--- config.mk ---
export PLATFORM = sky130hd
export DESIGN_NAME = mips_multicycle_core
export DESIGN_NICKNAME = d
export VERILOG_FILES = /design/src/rtl/mips_multicycle_core.sv
export SDC_FILE = /design/constraint.sdc
export NUM_CORES = 2
export LEC_CHECK = 0
export CAP_MARGIN = 20
export CORE_MARGIN = 3
export CORE_UTILIZATION = 50
export DETAILED_ROUTE_END_ITERATION = 10
export PLACE_DENSITY_LB_ADDON = 0.1
export SLEW_MARGIN = 40
export SYNTH_ARGS = -nofsm -noshare
export SYNTH_HDL_FRONTEND = slang
export SYNTH_SLANG_ARGS = --single-unit
--- constraint.sdc ---
create_clock -name clk -period 9.76 [get_ports clk]
set_clock_uncertainty 0.15 [all_clocks]
set_input_delay 1.464 -clock clk [delete_from_list [all_inputs] [get_ports clk]]
set_output_delay 1.464 -clock clk [all_outputs]
set_load 0.01 [all_outputs]
--- src/rtl/mips_multicycle_core.sv ---
// mips_multicycle_core: multicycle MIPS-subset core sharing one req/ready memory port for fetch and data
// Ports: clk, rst (async, active-low); mem_req/mem_we/mem_addr/mem_wdata out, mem_rdata/mem_ready in;
//        debug: pc, retire pulse, wb_en/wb_reg/wb_data register-file write, halted (sticky on illegal op).
module mips_multicycle_core #(
  parameter int          ADDR_W   = 10,
  parameter logic [31:0] RESET_PC = 32'd0
) (
  input  logic              clk,
  input  logic              rst,
  output logic              mem_req,
  output logic              mem_we,
  output logic [ADDR_W-1:0] mem_addr,
  output logic [31:0]       mem_wdata,
  input  logic [31:0]       mem_rdata,
  input  logic              mem_ready,
  output logic [31:0]       pc,
  output logic              retire,
  output logic              wb_en,
  output logic [4:0]        wb_reg,
  output logic [31:0]       wb_data,
  output logic              halted
);
  typedef enum logic [3:0] {
    IDLE, FETCH, DECODE, EXEC_R, WB_R, EXEC_I, WB_I, MEMADR,
    MEM_RD, WB_MEM, MEM_WR, BRANCH, JUMP, HALT
  } state_t;
  state_t      state_q, dec_next;
  logic [31:0] pc_q, ir_q, a_q, b_q, alu_q, mdr_q;
  logic [31:0] rf_q [32];
  logic [5:0]  op, fn;
  logic [4:0]  rs, rt, rd, wb_dst;
  logic [31:0] sext, zext, r_res, i_res, wb_val;
  logic        r_ok;
  assign op   = ir_q[31:26];
  assign fn   = ir_q[5:0];
  assign rs   = ir_q[25:21];
  assign rt   = ir_q[20:16];
  assign rd   = ir_q[15:11];
  assign sext = {{16{ir_q[15]}}, ir_q[15:0]};
  assign zext = {16'd0, ir_q[15:0]};
  always_comb begin
    r_ok  = fn inside {6'h20, 6'h22, 6'h24, 6'h25, 6'h27, 6'h2A};
    r_res = fn == 6'h20 ? a_q + b_q :
            fn == 6'h22 ? a_q - b_q :
            fn == 6'h24 ? a_q & b_q :
            fn == 6'h25 ? a_q | b_q :
            fn == 6'h27 ? ~(a_q | b_q) :
                          {31'd0, $signed(a_q) < $signed(b_q)};
    i_res = op == 6'h08 ? a_q + sext :
            op == 6'h0A ? {31'd0, $signed(a_q) < $signed(sext)} :
            op == 6'h0C ? a_q & zext :
                          a_q | zext;
    dec_next = op == 6'h00 ? (r_ok ? EXEC_R : HALT) :
               op inside {6'h08, 6'h0A, 6'h0C, 6'h0D} ? EXEC_I :
               op inside {6'h23, 6'h2B} ? MEMADR :
               op inside {6'h04, 6'h05} ? BRANCH :
               op == 6'h02 ? JUMP : HALT;
  end
  assign mem_req   = state_q inside {FETCH, MEM_RD, MEM_WR};
  assign mem_we    = state_q == MEM_WR;
  assign mem_addr  = state_q == FETCH ? pc_q[ADDR_W-1:0] : mem_req ? alu_q[ADDR_W-1:0] : '0;
  assign mem_wdata = mem_we ? b_q : '0;
  assign pc        = pc_q;
  // a store retires in the cycle its memory write is accepted
  assign retire    = state_q inside {WB_R, WB_I, WB_MEM, BRANCH, JUMP} || (mem_we && mem_ready);
  assign wb_dst    = state_q == WB_R ? rd : rt;
  assign wb_val    = state_q == WB_MEM ? mdr_q : alu_q;
  assign wb_en     = state_q inside {WB_R, WB_I, WB_MEM} && wb_dst != 5'd0;
  assign wb_reg    = wb_en ? wb_dst : '0;
  assign wb_data   = wb_en ? wb_val : '0;
  assign halted    = state_q == HALT;
  always_ff @(posedge clk or negedge rst) begin
    if (!rst) begin
      state_q <= IDLE;
      pc_q    <= RESET_PC;
      ir_q    <= '0;
      a_q     <= '0;
      b_q     <= '0;
      alu_q   <= '0;
      mdr_q   <= '0;
      for (int i = 0; i < 32; i++) rf_q[i] <= '0;
    end else begin
      if (wb_en) rf_q[wb_dst] <= wb_val;
      case (state_q)
        IDLE: state_q <= FETCH;
        FETCH: if (mem_ready) begin
          ir_q    <= mem_rdata;
          pc_q    <= pc_q + 32'd1;
          state_q <= DECODE;
        end
        DECODE: begin
          a_q     <= rf_q[rs];
          b_q     <= rf_q[rt];
          alu_q   <= pc_q + sext;
          state_q <= dec_next;
        end
        EXEC_R: begin
          alu_q   <= r_res;
          state_q <= WB_R;
        end
        EXEC_I: begin
          alu_q   <= i_res;
          state_q <= WB_I;
        end
        WB_R, WB_I, WB_MEM: state_q <= FETCH;
        MEMADR: begin
          alu_q   <= a_q + sext;
          state_q <= op == 6'h23 ? MEM_RD : MEM_WR;
        end
        MEM_RD: if (mem_ready) begin
          mdr_q   <= mem_rdata;
          state_q <= WB_MEM;
        end
        MEM_WR: if (mem_ready) state_q <= FETCH;
        BRANCH: begin
          if ((a_q == b_q) == (op == 6'h04)) pc_q <= alu_q;
          state_q <= FETCH;
        end
        JUMP: begin
          pc_q    <= {pc_q[31:26], ir_q[25:0]};
          state_q <= FETCH;
        end
        default: state_q <= HALT;
      endcase
    end
  end
endmodule
# Word-level counts from Yosys, hierarchy flattened

Index checks and enable logic that the tools add are counted.

Register bits: 1,220
Input port bits: 35
Output and inout port bits: 116
Logic and storage cells: 156

Add/subtract/negate cells: 5
Order comparisons: 6
Equality and inequality tests: 34
Muxes and demuxes: 39
Bitwise logic cells: 9
Reductions and logical operators: 23

Operator list:

| kind                  | number |
|---|---|
| $bwmux 1024           | 1 |
| $mux 32               | 18 |
| $bmux 32 s5           | 2 |
| $demux 32 s5          | 1 |
| $pmux 32 s4           | 1 |
| $add 32x32->32        | 3 |
| $pmux 32 s3           | 1 |
| $eq 6x6->1 const B    | 8 |
| $add 32x1->32 const B | 1 |
| $and 32x16->32        | 1 |
| $and 32x32->32        | 1 |
| $eq 32x32->1          | 1 |
| $lt 32x16->1          | 1 |
| $lt 32x32->1          | 1 |
| $not 32->32           | 1 |
| $or 32x16->32         | 1 |
| $or 32x32->32         | 1 |
| $pmux 4 s8            | 1 |
| $sub 32x32->32        | 1 |
| $mux 4                | 7 |
| $eq 4x4->1 const B    | 6 |
| $eq 6x4->1 const B    | 4 |
| $mux 10               | 2 |
| $ge 6x6->1 const B    | 3 |
| other kinds (28)      | 48 |

# Longest topological paths before layout

Depth in word-level cells: 8
Depth in mapped cells: 14
Mapped depth without buffers: 14

# Least setup slack after synthesis

No wires, ideal clock.

Kind: flip-flop to output port
Start: reg state_q[2]
End: out wb_data[10]
Arrival: 2.512 ns
Required time: 8.146 ns
Slack: 5.634 ns
Stages on the path, launching flop included: 9
Path buffers: 2
Cells stage by stage: dfrtp_1 clkbuf_1 nand2b_1 nor3_4 mux2i_1 nand3_1 o22ai_1 clkbuf_1 nor2_1

Longest elaborated chain between the ends: 5
Elaborated cells between the ends (all ways): 9
Those cells by class: 3 x eq/ne; 3 x mux; 3 x reduce/logical

Ends and longest elaborated chain:

| element                | line   | text |
|---|---|---|
| start, declared        | 27     | `state_t state_q, dec_next;` |
| start signal, assigned | 95     | `state_q <= dec_next;` |
| start signal, assigned | 108    | `state_q <= op == 6'h23 ? MEM_RD : MEM_WR;` |
| $eq 4x3->1             | 66, 68 |  |
| $mux 5                 | 66     | `assign wb_dst = state_q == WB_R ? rd : rt;` |
| $reduce_bool 5->1      | 68     | `assign wb_en = state_q inside {WB_R, WB_I, WB_MEM} && wb_dst != 5'd0;` |
| $logic_and 1x1->1      | 68     |  |
| $mux 32 (*)            | 70     | `assign wb_data = wb_en ? wb_val : '0;` |
| end, declared          | 20     | `output logic [31:0] wb_data,` |

Every way passes the cells marked *; elsewhere a longest branch is shown, timed or not.

# Final worst setup path

Start: reg state_q[2]
End: out wb_data[22]

The elaborated chain is that of the path after synthesis.

==> run summary <==
Status: completed
First-pass GRT wire length: 358400 um
Grt ovf: 0
Pins Over Slew Limit: 0
Syn avg cell area: 10.75 um2
Clk_lat worst skew: 800 ps
Startpoint Class: register
Clk buf depth: 3
Chip Height: 381.2 um
Largest cells by area after synthesis: dfrtp_1, mux4_2, o21ai_0
Fill count: 11.85k
Fin. Hold Viols: 0
Core area: 139700 um2
Clk slew on worst S/H paths: 60 ps
Synth Flop Type: dfrtp_1
# IOs: 151
Post-synth EDFFs: 0
Setup TNS: 0 ps
Met1 wire length: 100700 um
Leading area contributor after synthesis: dfrtp_1
Post-route DRC: 0
Top Metal Used: met4
Critical setup path kind: register to primary output
Post-DP HPWL: 149900 um
Worst Path Max Fanout: 33
Register area share after synthesis: 43.37%
Worst path slowest cell: dfrtp_1
Worst Path Arrival: 4830 ps
Synth unique cells: 90
Pwr Density: 360.9 nW/um2
CP Cell Sequence: nand2b_1 -> nor3_4 -> mux2i_1 -> nand3_1 -> o22ai_4 -> buf_4 -> nor2_1 -> clkdlybuf4s50_1
CTS Buf Count: 140
Worst vdd ir: 223.1 uV
CTS H-tree depth: 4
Final total power: 28.57 mW
Cells after synthesis: 6550
Met3 Wirelength: 17840 um
Initial core utilization: 50.39%
Hold Buf Count CTS: 0
R2R Setup Slk: 4880 ps
Vias in the first global route: 53.40k
Syn nets: 6796
Setup violators final: 0
Routed length per instance: 28.78 um
F_max: 155.1 MHz
Routed vias/inst: 6.419
Area growth, synth to finish: 12.46%
CTS tree: yes
Rows: 137
IO buf count: 150
All-Layer GR Usage: 33.19%
Mapped Area: 70390 um2
Critical Path Max Stage Delay: 730 ps
Initial antenna violation count: 7
Clock sinks: 1220
Multi-input logic area: 37760 um2
Fin crit period: 6448 ps
Sequential Area: 30570 um2
Die width: 381.2 um
Nets: 6622
Synth top area share: 43.37%
Flops & latches, synth: 1220
Post-DRT Antenna Nets: 0
DR vias: 53.70k
Final period util: 66.06%
Root Driver: clkbuf_16
RePlAce Congestion: 0.9839
First-pass DRT Iterations: 7
Crit. End Element: primary output
Number of cells upsized or downsized after cts: 0
Post-CTS Setup Inserts: 0
Ys Warns: 0
Static leakage: 33.08 nW
Initial DRC count: 5052
Req. time, crit path: 8150 ps
Met2 WL: 110200 um
Actual slew at the worst max-slew pin: 912.8 ps
Asr flop ratio synth: 100.0%
Hold Path Class: register to register
Largest net degree at the start of global routing: 158
Max cap viols: 0
Die area: 145300 um2
Relative slew slack: 38.92%
Wirelength, routed: 240800 um
Unrepaired setup endpoints after global routing: no
Layout cell share with drive strength beyond 1: 18.62%
-- sequential cells by signal, indices dropped and copies added (netlist names) --
signal / flops
mdr_q: 32
b_q: 32
pc: 32
alu_q: 32
a_q: 32
state_q: 4
ir_q: 32
rf_q: 1024
-- per-layer routing --
layer / up-vias / global-route usage, %
met5: - / 0
met3: 544 / 6.459
met4: 0 / 15.51
li1: 23551 / -
met1: 27496 / 46.33
met2: 2107 / 50.45
-- critical path: cells and delay by family (launching register included) --
kind	cells	cell delay (ps)
AOI/OAI and AO/OA	1	270
buffers and inverters	2	1010
DFF	1	730
muxes	1	610
and+or+nand+nor	4	1370
-- cells by family (layout without fill, tap and decap cells) --
kind of cell,Yosys count,after routing,synth area share (%)
xor gates and xnor gates,123,123,1.530
other,0,1,0
and+or+nand+nor,1683,1683,9.979
AOI/OAI and AO/OA,1749,1749,13.99
DFF,1220,1220,43.37
adders and majority gates,211,211,3.793
muxes,819,819,23.14
buffers and inverters,745,683,4.195
-- Yosys cell counts, types with 7 or more instances --
library cell / n
a22o_1: 12
dfrtp_1: 1220
nand2b_1: 26
o211ai_1: 21
a211oi_1: 34
inv_1: 138
mux4_2: 640
ha_1: 207
and3_1: 51
a21o_1: 34
nor2b_1: 21
nor4_1: 17
xnor2_1: 92
o21a_1: 12
nor3_1: 54
mux2i_1: 113
a221oi_1: 45
nand3_1: 32
o21ai_0: 951
o22ai_1: 21
a31oi_1: 30
o31ai_1: 18
clkbuf_8: 11
xor2_1: 31
clkbuf_1: 510
a22oi_1: 30
and2_1: 7
nand4_1: 12
o21bai_1: 25
o221ai_1: 10
buf_1: 71
buf_2: 9
or4_1: 7
or3_1: 9
a21oi_1: 424
nor3b_1: 11
or2_2: 8
nor2_1: 458
nand2_1: 942
mux2_2: 66
a222oi_1: 10
-- report_power, final --
group          switching (mW)  total, mW  internal, mW  leakage, nW
Sequential               2.09       9.00          6.91         16.4
Combinational            7.90       14.0          6.10         14.2
Clock                    2.24       5.58          3.34         2.41
-- stage by stage --
step / hold WS (ps) / cells / cell area (um2) / utilization [%] / setup slack (ps)
3_5_place_dp: 232.6 / 8105 / 74120 / 53.06 / 4045
5_1_grt: 261.0 / 8365 / 79160 / 56.67 / 3102
3_3_place_gp: 226.3 / 8082 / 73490 / 52.60 / 4327
2_1_floorplan: 291.3 / 6550 / 70390 / - / 5634
6_report: 243.3 / 8365 / 79160 / 56.67 / 3312
4_1_cts: 246.2 / 8359 / 79000 / 56.55 / 3160
-- worst paths after layout --
check,end,startpoint,cells after the start
min,rf_q[1002],rf_q[1002],0
min reg2reg,rf_q[1002],rf_q[1002],0
min in group asynchronous,pc[2],rst,1
max reg2reg,alu_q[31],ir_q[15],12
max in group asynchronous,rf_q[664],rst,5
max,wb_data[22],state_q[2],8
-- cells in the final DEF (no fill, tap or decap), drive strengths merged, types with 12 or more instances in the layout --
cell,instances
nor4,19
and3,51
o31ai,20
o211ai,21
mux2i,113
nor3,57
xor2,31
o21a,12
clkdlybuf4s50,149
o21bai,25
a211oi,34
o22ai,21
clkbuf,203
nand4,12
inv,147
a22oi,30
dfrtp,1220
o21ai,958
clkinv,26
nor2b,21
nand2,942
a31oi,30
xnor2,92
a221oi,45
nand3,32
bufinv,14
mux4,640
nor2,459
a21o,34
buf,141
mux2,66
a21oi,425
a22o,12
nand2b,26
ha,207
-- area by class of cell --
| class | count | area share [%] |
|---|---|---|
| Antenna cell | 1 | 0.003161 |
| Timing Repair Buffer | 291 | 3.891 |
| Clock inverter | 51 | 0.9214 |
| Tap cell | 1876 | 2.965 |
| Inverter | 138 | 0.6543 |
| Multi-Input combinational cell | 4585 | 47.70 |
| Clock buffer | 203 | 5.246 |
| Sequential cell | 1220 | 38.62 |
Note: power is estimated with default switching activity, not from simulation.
